===== config.mk =====
export PLATFORM = sky130hd
export DESIGN_NAME = mux_rr_arbiter
export DESIGN_NICKNAME = d
export VERILOG_FILES = /design/src/rtl/mux_rr_arbiter_pkg.sv /design/src/rtl/mux_rr_arbiter_mux4_reg.sv /design/src/rtl/mux_rr_arbiter.sv
export SDC_FILE = /design/constraint.sdc
export NUM_CORES = 1
export LEC_CHECK = 0
export ABC_AREA = 1
export CORE_MARGIN = 4
export CORE_UTILIZATION = 54
export DETAILED_ROUTE_END_ITERATION = 8
export GPL_TIMING_DRIVEN = 0
export MAX_ROUTING_LAYER = met4
export PLACE_DENSITY = 0.91
export SLEW_MARGIN = 20
export SYNTH_ARGS = -nofsm -noshare
export SYNTH_HDL_FRONTEND = slang
export SYNTH_SLANG_ARGS = --single-unit

===== constraint.sdc =====
create_clock -name clk -period 2.75 [get_ports clk]
set_input_delay 0.55 -clock clk [delete_from_list [all_inputs] [get_ports clk]]
set_output_delay 0.55 -clock clk [all_outputs]
set_load 0.03 [all_outputs]

===== src/rtl/mux_rr_arbiter_pkg.sv =====
// Shared types and the round-robin lane search used by the mux arbiter.
// Candidates are visited starting one past 'last', with an optional lane excluded.
package lab1_arb_pkg;

    localparam int NUM_REQ = 4;

    typedef enum logic {
        IDLE  = 1'b0,
        GRANT = 1'b1
    } state_t;

    typedef struct packed {
        logic       found;
        logic [1:0] idx;
    } pick_t;

    function automatic pick_t rr_pick(
        input logic [NUM_REQ-1:0] req,
        input logic [1:0]         last,
        input logic               exclude_valid,
        input logic [1:0]         exclude_idx
    );
        pick_t      res;
        logic [1:0] cand;
        res = '0;
        // The final step wraps back onto 'last' itself, so it is the lowest priority.
        for (int i = 1; i <= NUM_REQ; i++) begin
            cand = last + 2'(i);
            if (!res.found && req[cand] && !(exclude_valid && (cand == exclude_idx))) begin
                res.found = 1'b1;
                res.idx   = cand;
            end
        end
        return res;
    endfunction

endpackage


===== src/rtl/mux_rr_arbiter_mux4_reg.sv =====
// Registered 4-to-1 lane mux; captures the selected lane only while a grant is active,
// otherwise holds its previous value with out_valid low.
module mux4_reg #(
    parameter int DATA_W = 4
) (
    input  logic              clk,
    input  logic              reset,
    input  logic [DATA_W-1:0] a,
    input  logic [DATA_W-1:0] b,
    input  logic [DATA_W-1:0] c,
    input  logic [DATA_W-1:0] d,
    input  logic [1:0]        s,
    input  logic              en,
    output logic [DATA_W-1:0] out,
    output logic              out_valid
);

    logic [DATA_W-1:0] lane;

    always_comb begin
        lane = a;
        case (s)
            2'd0:    lane = a;
            2'd1:    lane = b;
            2'd2:    lane = c;
            default: lane = d;
        endcase
    end

    always_ff @(posedge clk) begin
        if (reset) begin
            out       <= '0;
            out_valid <= 1'b0;
        end else begin
            if (en) out <= lane;
            out_valid <= en;
        end
    end

endmodule


===== src/rtl/mux_rr_arbiter.sv =====
// Round-robin arbiter sharing a registered 4-to-1 mux between four requesters,
// with a hold counter that forces rotation when a lane hogs the mux.
//
//  state | meaning
//  IDLE  | no lane granted, gnt = 0
//  GRANT | one lane owns the mux, gnt one-hot, s = owner index
module mux_rr_arbiter
    import lab1_arb_pkg::*;
#(
    parameter int DATA_W      = 4,
    parameter int HOLD_CYCLES = 4
) (
    input  logic               clk,
    input  logic               reset,
    input  logic [NUM_REQ-1:0] req,
    input  logic [DATA_W-1:0]  a,
    input  logic [DATA_W-1:0]  b,
    input  logic [DATA_W-1:0]  c,
    input  logic [DATA_W-1:0]  d,
    output logic [NUM_REQ-1:0] gnt,
    output logic [1:0]         s,
    output logic [DATA_W-1:0]  out,
    output logic               out_valid
);

    localparam logic [3:0] HOLD_MAX = 4'(HOLD_CYCLES);

    state_t             state, state_nxt;
    logic [1:0]         last, last_nxt, s_nxt;
    logic [3:0]         hold_cnt, hold_cnt_nxt;
    logic [NUM_REQ-1:0] gnt_nxt;
    pick_t              pick_idle, pick_other;

    always_ff @(posedge clk) begin
        if (reset) begin
            state    <= IDLE;
            last     <= 2'd3;
            s        <= 2'd0;
            gnt      <= '0;
            hold_cnt <= 4'd0;
        end else begin
            state    <= state_nxt;
            last     <= last_nxt;
            s        <= s_nxt;
            gnt      <= gnt_nxt;
            hold_cnt <= hold_cnt_nxt;
        end
    end

    always_comb begin
        state_nxt    = state;
        last_nxt     = last;
        s_nxt        = s;
        gnt_nxt      = gnt;
        hold_cnt_nxt = hold_cnt;
        pick_idle    = rr_pick(req, last, 1'b0, 2'd0);
        // In GRANT the owner is always the last winner, so searching from s excludes it cleanly.
        pick_other   = rr_pick(req, s, 1'b1, s);

        case (state)
            IDLE: begin
                if (pick_idle.found) begin
                    state_nxt    = GRANT;
                    s_nxt        = pick_idle.idx;
                    last_nxt     = pick_idle.idx;
                    gnt_nxt      = 4'b0001 << pick_idle.idx;
                    hold_cnt_nxt = 4'd1;
                end
            end
            GRANT: begin
                if (!req[s] || (hold_cnt >= HOLD_MAX)) begin
                    if (pick_other.found) begin
                        s_nxt        = pick_other.idx;
                        last_nxt     = pick_other.idx;
                        gnt_nxt      = 4'b0001 << pick_other.idx;
                        hold_cnt_nxt = 4'd1;
                    end else if (!req[s]) begin
                        state_nxt    = IDLE;
                        gnt_nxt      = '0;
                        hold_cnt_nxt = 4'd0;
                    end else begin
                        hold_cnt_nxt = 4'd1;
                    end
                end else begin
                    hold_cnt_nxt = hold_cnt + 4'd1;
                end
            end
            default: begin
                state_nxt = IDLE;
                gnt_nxt   = '0;
            end
        endcase
    end

    mux4_reg #(.DATA_W(DATA_W)) u_mux (
        .clk       (clk),
        .reset     (reset),
        .a         (a),
        .b         (b),
        .c         (c),
        .d         (d),
        .s         (s),
        .en        (state == GRANT),
        .out       (out),
        .out_valid (out_valid)
    );

endmodule

# Word-level counts from Yosys, hierarchy flattened
# Index checks and enable logic that the tools add are counted.
# word_totals
reg_bits	18
input_bits	22
output_inout_bits	11
elab_cells	99
# op_classes
addsub	7
n_lt_le_gt_ge	9
n_eq_ne	9
shift	2
mux	43
n_bitwise	1
n_reduce_logical	21
# ops
op	n
$lt 2x3->1 const B	8
$mux 4	6
$mux 3	7
$bmux 1 s2	8
$pmux 4 s2	2
$mux 1	14
$pmux 4 s3	1
$logic_not 1->1	9
$add 2x2->2 const B	4
$logic_and 1x1->1	8
$shl 1x2->4 const A	2
$eq 2x2->1	3
$mux 2	3
$reduce_and 3->1	2
$add 2x1->2 const B	2
$add 4x1->4 const B	1
$ge 4x3->1 const B	1
$ne 2x1->1 const B	2
$pmux 2 s2	1
$ne 3x3->1 const B	1
$eq 2x1->1 const B	1
$eq 2x2->1 const B	1
$logic_not 2->1	1
$ne 2x2->1 const B	1
3 further kinds	3

# Depth between registers and ports, before layout
# Gate-level depths: netlist of run 1.
# logic_depth
word_depth	17
mapped_depth	14
depth_no_buf	13

# Modules after synthesis
# A second synthesis of run 1 with hierarchy kept.
# hier_totals
hier_cells	249
hier_area_um2	1478.9
# by_module_without_submodules
mod	n_inst	cells_per_inst	area_per_inst_um2	seq_area_each_um2
mux_rr_arbiter	1	200	1159.9	260.2
mux4_reg	1	49	319.1	100.1

# Worst setup path after synthesis of run 1
# No wires, ideal clock.
# synth_path
kind	register -> register
from	register s[1]
to	register gnt[0]
setup_time_ns	0.117
arrival_time_ns	1.987
required_time_ns	2.633
path_slack_ns	0.646
stages_incl_launch_ff	12
path_buffers	0
period_less_slack_ns	2.104
cell_sequence	dfxtp_1 inv_1 ha_1 inv_1 nand3_2 nand2_4 nor2_8 nand4_2 nand2_1 nor2_2 o21ai_0 nor2_1
# synth_between
elab_chain_cells	17
elab_cells_between_ends	36
cone_classes	add/sub (3); eq/ne (5); shift (1); mux (14); reduce/logical (13)
# synth_rtl
element	line	rtl
start: declaration	mux_rr_arbiter.sv:21	output logic [1:0] s,
start signal: assignment	mux_rr_arbiter.sv:44	s <= s_nxt;
$add 2x1->2	mux_rr_arbiter_pkg.sv:28	cand = last + 2'(i);
$bmux 1 s2 / $eq 2x2->1 (equally long branches)	mux_rr_arbiter_pkg.sv:29	if (!res.found && req[cand] && !(exclude_valid && (cand == exclude_idx))) begin
$mux 1 (implied by the code) / $logic_not 1->1 (equally long branches)	mux_rr_arbiter_pkg.sv:29	
$logic_and 1x1->1	mux_rr_arbiter_pkg.sv:29	
$mux 3	mux_rr_arbiter_pkg.sv:29	
$logic_not 1->1	mux_rr_arbiter_pkg.sv:29	
$logic_and 1x1->1 (2 in a row)	mux_rr_arbiter_pkg.sv:29	
$mux 3	mux_rr_arbiter_pkg.sv:29	
$logic_not 1->1	mux_rr_arbiter_pkg.sv:29	
$logic_and 1x1->1 (2 in a row)	mux_rr_arbiter_pkg.sv:29	
$mux 3	mux_rr_arbiter_pkg.sv:29	
$shl 1x2->4	mux_rr_arbiter.sv:75	gnt_nxt = 4'b0001 << pick_other.idx;
$mux 4	mux_rr_arbiter.sv:72	if (pick_other.found) begin
$mux 4	mux_rr_arbiter.sv:71	if (!req[s] || (hold_cnt >= HOLD_MAX)) begin
$pmux 4 s2	mux_rr_arbiter.sv:60	case (state)
end signal: assignment	mux_rr_arbiter.sv:45	gnt <= gnt_nxt;
end: declaration	mux_rr_arbiter.sv:20	output logic [NUM_REQ-1:0] gnt,
# Several ways; a longest one is shown, not always the timed one. The select of a mux whose other input is x is not followed.
# A chain may end at the register's enable or synchronous reset.

# Final worst setup path of run 1
# Same ends and word-level chain as after synthesis.

==> results of run 1 <==
## worst min-delay path, cell delays in order, from the launching register on
cell and delay, ps:
dfxtp_1 330, nand2_1 60, nor2_1 40
## Yosys cell counts
library cell,number,area (sq um)
a31o_2,4,35.03
inv_6,1,8.760
nand2_2,8,50.05
nand3b_1,2,15.01
inv_4,1,6.260
clkbuf_1,2,7.510
nor2_2,1,6.260
o21ai_1,1,5.000
nor2_8,1,20.02
buf_1,1,3.750
inv_1,25,93.84
clkinv_1,1,3.750
buf_4,1,7.510
buf_6,1,11.26
a21oi_2,1,8.760
nand3_1,13,65.06
nor3_2,1,10.01
ha_1,5,62.56
a21boi_1,1,7.510
nand4_1,3,18.77
o21ai_0,6,30.03
nand2_1,84,315.3
o21a_1,1,7.510
nand3_2,3,30.03
dfxtp_1,18,360.4
nor2_1,19,71.32
a21oi_1,15,75.07
buf_2,1,5.000
nand4_2,1,12.51
o211ai_1,3,22.52
nand2_4,5,56.30
## logic make-up (layout without fill, tap and decap cells)
kind of cell | after synthesis | count (layout) | synth area share, %
buf+inv | 34 | 69 | 10.31
simple gates | 141 | 141 | 46.81
fa+ha+maj | 5 | 5 | 4.367
compound gates | 32 | 32 | 13.36
flops | 18 | 18 | 25.15
## metrics by stage
step,setup WS (ps),power [mW]
2_1_floorplan,646.2,1.367
3_3_place_gp,476.4,1.637
3_5_place_dp,420.0,1.677
4_1_cts,593.3,1.845
5_1_grt,385.4,2.026
6_report,580.0,1.841
## state kept, by name, indices dropped and copies added, names as in the netlist
| register | flops |
|---|---|
| u_mux.out | 4 |
| hold_cnt | 4 |
| gnt | 4 |
| last | 2 |
| u_mux.out_valid | 1 |
| state | 1 |
| s | 2 |
## per-layer routing
layer | share of wire, % | wire (microns) | vias up | track usage (%)
met2 | 49 | 1672 | 55 | 38.22
li1 | - | - | 802 | -
met5 | 0 | 0 | - | -
met4 | 1.0 | 35 | 0 | 5.696
met1 | 43 | 1455 | 676 | 23.28
met3 | 7.5 | 258 | 7 | 5.664
## path summary, 6_finish.rpt
check | to | depth (start not counted) | from
max | gnt[0] | 11 | s[1]
min | hold_cnt[3] | 2 | hold_cnt[3]
max reg2reg | gnt[0] | 11 | s[1]
min reg2reg | hold_cnt[3] | 2 | hold_cnt[3]
## cell type report
type / instances / area, sq um / share of cell area [%]
Buffer: 6 / 35.03 / 1.928
Clock buffer: 4 / 36.28 / 1.997
Inverter: 28 / 112.6 / 6.198
Multi-Input combinational cell: 178 / 924.6 / 50.90
Sequential cell: 18 / 360.3 / 19.83
Tap cell: 30 / 37.54 / 2.066
Timing Repair Buffer: 31 / 310.3 / 17.08
## power groups by stage
stage	sequential (mW)	clock, mW	combinational [mW]
final	0.384	0.167	1.29
after global routing	0.395	0.184	1.45
after CTS	0.384	0.171	1.29
after detailed placement	0.391	0	1.29
after global placement	0.388	0	1.25
after floorplan	0.471	0	0.896
==> impl_metrics.env, run 1 <==
export IMPL_status="finished, final reports clean"
export IMPL_r2r_setup_slack_ps=580
export IMPL_dp_hpwl_microns=2762
export IMPL_ant_nets=0
export IMPL_slew_violations=0
export IMPL_vias_per_cell=5.220
export IMPL_ir_drop_mv=0.8098
export IMPL_drt_iter0_markers=49
export IMPL_cts_tree="yes"
export IMPL_cap_violations=0
export IMPL_dieArea_sq_um=3541
export IMPL_synth_seq_cells=18
export IMPL_syn_instance_count=230
export IMPL_io_pins=33
export IMPL_end_kind="flip-flop"
export IMPL_cp_arrival_ps=2370
export IMPL_core_sq_um=2500
export IMPL_ys_types=31
export IMPL_layout_common_cells="nand2_1 (84), clkdlybuf4s50_1 (31), inv_1 (25)"
export IMPL_p_sw_uw=955.1
export IMPL_diodes=0
export IMPL_initial_core_util_pct=57.31
export IMPL_ys_warn_count=0
export IMPL_p_int_uw=886.2
export IMPL_cp_cell_sequence="inv_1 -> ha_1 -> inv_1 -> nand2_1 -> nand2_1 -> inv_1 -> nand4_2 -> nand2_1 -> nor2_2 -> o21ai_0 -> nor2_1"
export IMPL_holdWs_ps=464.1
export IMPL_p_comb_share_pct=70.0
export IMPL_grt_usage_pct=21.41
export IMPL_setup_tns_ps=0
export IMPL_slowest_stage="dfxtp_1"
export IMPL_clk_pin_slew_worst_paths_ps=100
export IMPL_crit_required_ps=2950
export IMPL_num_vias=1540
export IMPL_power_leakage_nw=0.9179
export IMPL_stdcell_count=295
export IMPL_timing_final_crit_share_pct=78.91
export IMPL_nFillCells=222
export IMPL_die_w_microns=59.51
export IMPL_fin_area_sq_um=1817
export IMPL_worst_slew_pin_slew_ps=430.9
export IMPL_fin_util_pct=72.67
export IMPL_period_minus_slack_ps=2170
export IMPL_min_path_type="flip-flop to flip-flop"
export IMPL_cts_sinks=18
export IMPL_syn_to_final_growth_pct=26.81
export IMPL_h_tree_depth=1
export IMPL_p_sw_share_pct=51.87
export IMPL_totalWireLength_microns=3422
export IMPL_final_common_cell="nand2_1"
export IMPL_detail_route_wl_per_cell_microns=11.60
export IMPL_path_buf_inv=3
export IMPL_overflow=0
export IMPL_syn_nets=257
export IMPL_cts_buffers=3
export IMPL_crit_family="simple AND/OR/NAND/NOR gates"
export IMPL_cts_resized=0
export IMPL_avgSynthCellArea_sq_um=6.229
export IMPL_crit_fanout=8
export IMPL_place_congestion=0.8785
export IMPL_max_stage_delay_ps=500
export IMPL_skew_ps=3.264
export IMPL_grt_antenna_before_repair=0
export IMPL_hold_buffers=0
export IMPL_cts_root_buf="clkbuf_4"
export IMPL_syn_area_sq_um=1433
export IMPL_place_area_sq_um=1780
export IMPL_cts_setup_buffers=0
export IMPL_max_freq_mhz=460.8
export IMPL_clock_path_buffers=2
export IMPL_power_density_nw_per_um2=1014
export IMPL_grt_pass1_wl_microns=5589
export IMPL_rsz0062_at_grt="false"
export IMPL_fp_row_count=18
export IMPL_clk_latency_ps=300
export IMPL_placed_cells=291
export IMPL_first_pass_iters=4
export IMPL_yosysSeqAreaShare_pct=25.15
export IMPL_io_buffers=31
export IMPL_p_clk_share_pct=9.1
export IMPL_p_seq_share_pct=20.9
export IMPL_cp_start_kind="flip-flop"
export IMPL_final_layout_size_suffix_gt1_share_pct=12.83
export IMPL_path_class="flip-flop to flip-flop"
export IMPL_drc_errors=0
export IMPL_hold_violations=0
export IMPL_grt_max_degree=11
export IMPL_setup_viol=0
export IMPL_grt_pass1_vias=1336
export IMPL_slew_headroom_pct=71.27
export IMPL_die_y_microns=59.51
export IMPL_num_nets_final=293
(Power assumes the default switching activity.)
==> run 2, diff against run 1 <==
CORE_UTILIZATION = 50   (was 54)
PLACE_DENSITY = 0.86   (was 0.91)
clock period = 2.1 ns   (was 2.75 ns; I/O delays follow)
==> run 2 against run 1 <==
- hold slack improved by 5.3 ps
- critical path depth increased by 3
- combinational power increased by 33%
- fmax increased by 15%
- clock-buffer cell count decreased by 1
- die area increased by 6.9%
- largest cell class unchanged
==> impl_metrics.env, run 2 (same netlist as run 1, synthesis figures left out) <==
export IMPL_cts_setup_buffers=0
export IMPL_cts_tree="yes"
export IMPL_first_pass_iters=4
export IMPL_h_tree_depth=1
export IMPL_die_y_microns=61.53
export IMPL_end_kind="flip-flop"
export IMPL_core_sq_um=2758
export IMPL_path_class="flip-flop to flip-flop"
export IMPL_grt_usage_pct=18.77
export IMPL_nFillCells=251
export IMPL_crit_family="simple AND/OR/NAND/NOR gates"
export IMPL_period_minus_slack_ps=1888
export IMPL_stdcell_count=295
export IMPL_status="finished, final reports clean"
export IMPL_skew_ps=7.227
export IMPL_diodes=0
export IMPL_clock_path_buffers=2
export IMPL_num_nets_final=293
export IMPL_slowest_stage="dfxtp_4"
export IMPL_min_path_type="flip-flop to flip-flop"
export IMPL_cts_sinks=18
export IMPL_cp_start_kind="flip-flop"
export IMPL_totalWireLength_microns=3342
export IMPL_drt_iter0_markers=44
export IMPL_place_congestion=0.8305
export IMPL_layout_common_cells="nand2_1 (84), clkdlybuf4s50_1 (31), inv_1 (24)"
export IMPL_grt_antenna_before_repair=0
export IMPL_power_density_nw_per_um2=1308
export IMPL_crit_top_cell="nand2_1"
export IMPL_worst_slack_ps=211.6
export IMPL_hold_buffers=0
export IMPL_io_pins=33
export IMPL_grt_max_degree=11
export IMPL_grt_pass1_vias=1283
export IMPL_max_freq_mhz=529.5
export IMPL_overflow=0
export IMPL_r2r_setup_slack_ps=210
export IMPL_fin_util_pct=66.47
export IMPL_cp_cell_sequence="buf_6 -> inv_6 -> ha_4 -> inv_1 -> nand3_2 -> nand2_4 -> nor2_8 -> nand2_1 -> nand2_1 -> nand2_1 -> nand3_1 -> nand2_1 -> nor2_1 -> nor2_1"
export IMPL_worst_slew_pin_slew_ps=408.3
export IMPL_place_area_sq_um=1783
export IMPL_cap_violations=0
export IMPL_crit_fanout=8
export IMPL_cts_buffers=3
export IMPL_fin_area_sq_um=1833
export IMPL_vias_per_cell=4.983
export IMPL_slew_headroom_pct=72.78
export IMPL_ir_drop_mv=0.7595
export IMPL_clk_latency_ps=300
export IMPL_total_power_mw=2.398
export IMPL_drc_errors=0
export IMPL_holdWs_ps=469.4
export IMPL_setup_tns_ps=0
export IMPL_crit_required_ps=2290
export IMPL_die_w_microns=61.53
export IMPL_max_stage_delay_ps=380
export IMPL_place_ws_ps=-85.50
export IMPL_rsz0062_at_grt="false"
export IMPL_placed_cells=292
export IMPL_final_layout_size_suffix_gt1_share_pct=14.02
export IMPL_num_vias=1470
export IMPL_hold_violations=0
export IMPL_fp_row_count=19
export IMPL_power_leakage_nw=0.9116
export IMPL_cp_arrival_ps=2080
export IMPL_dp_hpwl_microns=2675
export IMPL_reg_largest_list="gnt x4, hold_cnt x4, u_mux.out x4"
export IMPL_setup_viol=0
export IMPL_dieArea_sq_um=3786
export IMPL_ant_nets=0
export IMPL_grt_pass1_wl_microns=5195
export IMPL_io_buffers=31
export IMPL_initial_core_util_pct=51.95
export IMPL_final_common_cell="nand2_1"
export IMPL_path_buf_inv=3
export IMPL_detail_route_wl_per_cell_microns=11.33
export IMPL_cts_root_buf="clkbuf_4"
export IMPL_slew_violations=0
export IMPL_syn_to_final_growth_pct=27.95
export IMPL_timing_final_crit_share_pct=89.93
export IMPL_cts_resized=1
export IMPL_clk_pin_slew_worst_paths_ps=100
[run 2: power by group]
| part | leakage, nW | switching [mW] | internal [mW] |
|---|---|---|---|
| clock network | 0.0138 | 0.101 | 0.0669 |
| registers | 0.150 | 0.0655 | 0.442 |
| logic | 0.748 | 1.08 | 0.645 |
[run 2: final cells by class]
cell class                      instances  area, sq um  share of cell area, %
Multi-Input combinational cell        178        945.9                  51.60
Sequential cell                        18        367.9                  20.07
Timing Repair Buffer                   31        310.3                  16.93
Inverter                               28        112.6                  6.143
Tap cell                               31        38.79                  2.116
Buffer                                  6        35.03                  1.911
Clock buffer                            3        22.52                  1.229
[run 2: worst paths after layout]
kind,from,to,depth (start not counted)
worst max-delay path,s[0],gnt[0],14
worst min-delay path,hold_cnt[3],hold_cnt[3],2
worst max register to register,s[0],gnt[0],14
worst min register to register,hold_cnt[3],hold_cnt[3],2
[run 2: per-layer routing]
layer | wire length [microns] | share of wire, % | global-route usage [%] | vias to the layer above
met5 | 0 | 0 | - | -
met4 | 29 | 0.87 | 6.970 | 0
met3 | 203 | 6.1 | 4.612 | 5
met2 | 1584 | 47 | 33.33 | 32
met1 | 1524 | 46 | 19.92 | 635
li1 | - | - | - | 798
[run 2: worst reg2reg max path, cell delays in order (launching register included)]
cell	delay (ps)
dfxtp_4	380
buf_6	140
inv_6	60
ha_4	290
inv_1	70
nand3_2	100
nand2_4	80
nor2_8	160
nand2_1	60
nand2_1	70
nand2_1	80
nand3_1	90
nand2_1	50
nor2_1	100
nor2_1	40
